===== src/rtl/sprite_rom_arbiter_if.sv =====
// Sprite ROM arbiter bus: requester handshake, shared ROM port
// and tagged read responses back to the requesters.
interface sprite_rom_arbiter_if #(
    parameter int N_REQ  = 4,
    parameter int ADDR_W = 19,
    parameter int DATA_W = 24
);
    logic [N_REQ-1:0]        req;
    logic [N_REQ*ADDR_W-1:0] req_addr;
    logic [N_REQ-1:0]        gnt;
    logic [ADDR_W-1:0]       rom_addr;
    logic                    rom_rd;
    logic [DATA_W-1:0]       rom_dout;
    logic [N_REQ-1:0]        rsp_valid;
    logic [DATA_W-1:0]       rsp_data;

    modport master (
        output req, req_addr, rom_dout,
        input  gnt, rom_addr, rom_rd,
        input  rsp_valid, rsp_data
    );

    modport slave (
        input  req, req_addr, rom_dout,
        output gnt, rom_addr, rom_rd,
        output rsp_valid, rsp_data
    );
endinterface


===== src/rtl/sprite_rom_arbiter.sv =====
// Round-robin arbiter sharing one synchronous sprite ROM port,
// returning read data tagged to the requester after a fixed latency.
module sprite_rom_arbiter #(
    parameter int N_REQ   = 4,
    parameter int ADDR_W  = 19,
    parameter int DATA_W  = 24,
    parameter int ROM_LAT = 2
) (
    input logic                Clk,
    input logic                Reset,
    sprite_rom_arbiter_if.slave bus
);
    localparam int PW = (N_REQ > 1) ? $clog2(N_REQ) : 1;
    localparam logic [PW-1:0] LAST = PW'(N_REQ - 1);
    localparam logic [PW:0] NR = (PW+1)'(N_REQ);

    logic [PW-1:0]     ptr;
    logic [ADDR_W-1:0] addr_arr [N_REQ];
    logic [N_REQ-1:0]  gnt_c;
    logic [PW-1:0]     sel;
    logic [ADDR_W-1:0] sel_addr;
    logic [ADDR_W-1:0] rom_addr_q;
    logic              rom_rd_q;
    logic [N_REQ-1:0]  tag_q [ROM_LAT+1];
    logic [N_REQ-1:0]  rsp_valid_q;
    logic [DATA_W-1:0] rsp_data_q;

    // Unpack the flat requester address bus
    always_comb begin
        for (int i = 0; i < N_REQ; i++) begin
            addr_arr[i] = bus.req_addr[i*ADDR_W +: ADDR_W];
        end
    end

    // Search from ptr upward with wrap; first asserted request wins
    always_comb begin
        logic [PW:0] idx;
        gnt_c    = '0;
        sel      = ptr;
        sel_addr = rom_addr_q;
        idx      = '0;
        for (int k = 0; k < N_REQ; k++) begin
            idx = {1'b0, ptr} + (PW+1)'(k);
            if (idx >= NR) begin
                idx = idx - NR;
            end
            if (gnt_c == '0 && bus.req[idx[PW-1:0]]) begin
                gnt_c[idx[PW-1:0]] = 1'b1;
                sel                = idx[PW-1:0];
                sel_addr           = addr_arr[idx[PW-1:0]];
            end
        end
        if (Reset) begin
            gnt_c = '0;
        end
    end

    // Priority pointer moves just past each granted requester
    always_ff @(posedge Clk) begin
        if (Reset) begin
            ptr <= '0;
        end else if (|gnt_c) begin
            ptr <= (sel == LAST) ? '0 : sel + 1'b1;
        end
    end

    // Issue stage: register the winning address onto the ROM port
    always_ff @(posedge Clk) begin
        if (Reset) begin
            rom_addr_q <= '0;
            rom_rd_q   <= 1'b0;
        end else begin
            rom_rd_q <= |gnt_c;
            if (|gnt_c) begin
                rom_addr_q <= sel_addr;
            end
        end
    end

    // Tag pipeline tracks the owner of each in-flight read
    always_ff @(posedge Clk) begin
        if (Reset) begin
            for (int i = 0; i <= ROM_LAT; i++) begin
                tag_q[i] <= '0;
            end
        end else begin
            tag_q[0] <= gnt_c;
            for (int i = 1; i <= ROM_LAT; i++) begin
                tag_q[i] <= tag_q[i-1];
            end
        end
    end

    // Response stage: capture ROM data when a tag arrives, else hold
    always_ff @(posedge Clk) begin
        if (Reset) begin
            rsp_valid_q <= '0;
            rsp_data_q  <= '0;
        end else begin
            rsp_valid_q <= tag_q[ROM_LAT];
            if (|tag_q[ROM_LAT]) begin
                rsp_data_q <= bus.rom_dout;
            end
        end
    end

    assign bus.gnt       = gnt_c;
    assign bus.rom_addr  = rom_addr_q;
    assign bus.rom_rd    = rom_rd_q;
    assign bus.rsp_valid = rsp_valid_q;
    assign bus.rsp_data  = rsp_data_q;
endmodule


===== src/flat_wrapper.sv =====
// flat-port wrapper written by rule: the top's interface ports become plain ports
module sprite_rom_arbiter_flat 
#(
    parameter int N_REQ   = 4,
    parameter int ADDR_W  = 19,
    parameter int DATA_W  = 24,
    parameter int ROM_LAT = 2
)
  (Clk, Reset, bus_req, bus_req_addr, bus_rom_dout, bus_gnt, bus_rom_addr, bus_rom_rd, bus_rsp_valid, bus_rsp_data);
  sprite_rom_arbiter_if #(.N_REQ(N_REQ), .ADDR_W(ADDR_W), .DATA_W(DATA_W)) bus_i ();
  input logic Clk;
  input logic Reset;
  input wire logic [$bits(bus_i.req)-1:0] bus_req;
  input wire logic [$bits(bus_i.req_addr)-1:0] bus_req_addr;
  input wire logic [$bits(bus_i.rom_dout)-1:0] bus_rom_dout;
  output wire logic [$bits(bus_i.gnt)-1:0] bus_gnt;
  output wire logic [$bits(bus_i.rom_addr)-1:0] bus_rom_addr;
  output wire logic [$bits(bus_i.rom_rd)-1:0] bus_rom_rd;
  output wire logic [$bits(bus_i.rsp_valid)-1:0] bus_rsp_valid;
  output wire logic [$bits(bus_i.rsp_data)-1:0] bus_rsp_data;
  assign bus_i.req = bus_req;
  assign bus_i.req_addr = bus_req_addr;
  assign bus_i.rom_dout = bus_rom_dout;
  assign bus_gnt = bus_i.gnt;
  assign bus_rom_addr = bus_i.rom_addr;
  assign bus_rom_rd = bus_i.rom_rd;
  assign bus_rsp_valid = bus_i.rsp_valid;
  assign bus_rsp_data = bus_i.rsp_data;
  sprite_rom_arbiter #(.N_REQ(N_REQ), .ADDR_W(ADDR_W), .DATA_W(DATA_W), .ROM_LAT(ROM_LAT)) u_core (.Clk(Clk), .Reset(Reset), .bus(bus_i));
endmodule

===== config.mk =====
export PLATFORM = sky130hd
export DESIGN_NAME = sprite_rom_arbiter_flat
export DESIGN_NICKNAME = d
export VERILOG_FILES = /design/src/rtl/sprite_rom_arbiter_if.sv /design/src/rtl/sprite_rom_arbiter.sv /design/src/flat_wrapper.sv
export SDC_FILE = /design/constraint.sdc
export NUM_CORES = 1
export LEC_CHECK = 0
export ABC_AREA = 1
export CORE_MARGIN = 5
export CORE_UTILIZATION = 45
export CTS_BUF_LIST = sky130_fd_sc_hd__clkbuf_4 sky130_fd_sc_hd__clkbuf_8
export CTS_CLUSTER_SIZE = 20
export DETAILED_ROUTE_END_ITERATION = 8
export DONT_BUFFER_PORTS = 1
export PLACE_DENSITY = 0.63
export SLEW_MARGIN = 20
export SYNTH_ARGS = -nofsm -noshare
export SYNTH_HDL_FRONTEND = slang
export SYNTH_SLANG_ARGS = --single-unit

===== constraint.sdc =====
create_clock -name Clk -period 6.3 [get_ports Clk]
set_clock_uncertainty 0.2 [all_clocks]
set_input_delay 1.89 -clock Clk [delete_from_list [all_inputs] [get_ports Clk]]
set_output_delay 1.89 -clock Clk [all_outputs]
set_load 0.1 [all_outputs]

==> results.md <==
- Outcome: finished, final reports clean
- Final worst slack: roughly 320 ps
- Core Area: 10800 µm²
- TritonCTS clock tree: yes
- Area of the multi-input gates: approximately 3100 µm²
- DRT Pass-1 Iters: 5
- YS warnings: 0
- Hpwl dp: 9230 µm
- CP Data Required Time: 4210 ps
- Worst setup path class: input port to output pin
- Primary FF master, synth: dfxtp_1
- Clk buf depth: 2
- Initial antenna violation count: 0
- Synth top cells by count: 180 x nand2_1, 123 x nor2_1, 88 x inv_1, 76 x mux2i_1, 67 x o21ai_0
- Synth Net Count: between 800 and 900
- Fillers: 1109
- Vias in the first global route: 4431
- Netlist cell types: 27
- Reg2reg path depth: 18
- Hold Fails Final Rpt: 0
- Synth Area in Adders: 0.0202
- Post-Syn Instances: 775
- Synth Area in Compound Gates: 0.186
- Placer Congestion: around 0.83
- Post-synth EDFFs: 0
- Final Util: 0.484
- Clock transition at path regs: 70 ps
- Ports: roughly 160
- DR vias: between 4000 and 5000
- Fin crit share: 0.949
- Main combinational cell family by area after synthesis: simple AND/OR/NAND/NOR gates
- Post-synth ARST share: 0
- Post-synthesis sequential area ratio: 0.251
- Simple-Gate Fraction of Synth Area: 0.271
- FF-to-FF End: u_core.ptr[0]$_SDFFE_PP0P_
- Ratio of cells with drive above 1 in the final layout: 0.0586
- Post-layout minimum cycle time: approximately 6000 ps
- Diode count: 0
- RSZ-0062 raised after global routing: false
- TNS Setup: 0 ps
- Worst slack at placement: 391 ps
- Endpoints failing setup: 0
- Cts hold-fix bufs: 0
- Synth Cell Area: between 4000 and 5000 µm²
- HP Start: u_core.tag_q[0][0]$_SDFF_PP0_
- Layout Nets: 860
- Startpoint types: input port
- Largest net degree at the start of global routing: just under 80
- H-tree depth: 3
- Crit path max fanout: 6
- Least-Margin Pin Slew: around 1000 ps
- Area Overhead vs Synth: 5.67%
- Die height: 115 µm
- Top-count cell post-synth: nand2_1
- Post-CTS Setup Repair Bufs: 0
- Hold Crit Endpoint: u_core.tag_q[0][4]$_SDFF_PP0_
- Vias/cell: approximately 5.3
- Final slew viol count: 0
- Die width: 115 µm
- Post-CTS sizing: 0
- Sink Count: 62
- DRT iter0 DRCs: 245
- Die Area: roughly 13000 µm²
- Root Driver: clkbuf_8
- R2R Setup Slk: between 2000 and 3000 ps
- Total GRT Usage: 0.182
- Post-synthesis mux area share: 0.154
- CP startpoint: bus_req[3]
- Synth area leader: dfxtp_1
- Fmax: ~170 MHz
- Global-route wire length before repair: around 20000 µm
- Port Buffers: 0
- Worst Hold Class: flop to flop
- Worst slew margin: 0.307
- Post-DRT Antenna Nets: 0
- DRC Markers: 0
- Starting density of the core: 0.458
- Sequential cell area: ~1200 µm²
- Post-Synth XOR/XNOR Area: 0.00177
- Drt wl/cell: about 14 µm
- Seq cells post-synth: 62
- Critical R2R Launch: u_core.ptr[1]$_SDFFE_PP0P_
- Syn Area/Cell: ~6.4 µm²
- Largest cells by area after synthesis: dfxtp_1 25%, mux2i_1 15%, nand2_1 14%
- Insertion delay to the later sink of the worst-skew pair: roughly 330 ps
- Crit. End Element: output pin
- Remaining global-route overflow: 0
- Area share of the largest cell type after synthesis: 0.251
- Total of max-cap violations: 0
- Hold path cells: 2
- WP data arrival: 3890 ps
- WL final: between 10000 and 15000 µm
- Row count: 38
- CTS buffer count: 9
-- metal layers --
layer,track usage,part of all wire,vias up
met5,0,0,-
met4,0.0462,0.0060,0
met3,0.0500,0.083,10
met2,0.323,0.50,148
met1,0.218,0.41,2094
li1,-,-,2458
-- cell type report --
type	count	share of cell area
inverters	93	0.0668
clock inverters	5	0.0156
repair buffers	11	0.0165
well taps	140	0.0335
flip-flops and latches	62	0.238
clock buffers	11	0.0290
multi-input cells	569	0.600
-- layout by cell type, fill, tap and decap left out, drive strengths merged, types with 2 or more instances in the layout --
master  instances
clkinv          3
buf            11
mux2i          76
inv            92
nand3          19
nor2          128
o21ai          67
nand4           5
nand2         181
o211ai         41
a31oi          20
dfxtp          62
a21oi           2
clkbuf         11
bufinv          2
ha              8
o21a           19
-- sequential cells by signal, indices dropped and copies added, names as in the netlist --
name,cells
u_core.bus.rsp_valid,4
u_core.ptr,2
u_core.tag_q,12
u_core.bus.rom_rd,1
u_core.bus.rsp_data,24
u_core.bus.rom_addr,19
-- per-stage QoR --
stage               hold slack, ps  std cells  instance area, µm²
global placement               198        875                4990
floorplan                      188        775                4950
detailed placement             199        875                4990
finish                         206        891                5230
CTS                            208        891                5220
global route                   223        891                5230
-- critical path, stage by stage --
cell      delay, ps
nand2_1          80
nand3_2         130
o211ai_1        240
nand4_1         160
nand2_1         150
nor2_2           70
nand3_1         110
nand3_1         100
nor2_2          220
nand3_1         130
nand2_1          90
nand2_1         100
inv_1           110
buf_4           290
-- logic make-up (layout without fill, tap and decap cells) --
group	count (synthesis)	after routing
adder cells (fa/ha/maj)	8	8
multiplexers	76	76
XOR/XNOR	1	1
buffers and inverters	144	120
AND/OR/NAND/NOR	335	335
AO/OA/AOI/OAI	149	149
flip-flops	62	62
-- worst max path at each step --
stage,to,slack (ps)
final,bus_gnt[2],320
after detailed placement,bus_gnt[2],390
after global routing,bus_gnt[2],70
after global placement,bus_gnt[2],640
after CTS,bus_gnt[2],390
after floorplan,bus_gnt[3],520
Power is not shown: default switching activity piles up to over one toggle a cycle in this logic, so the estimate is an artifact.
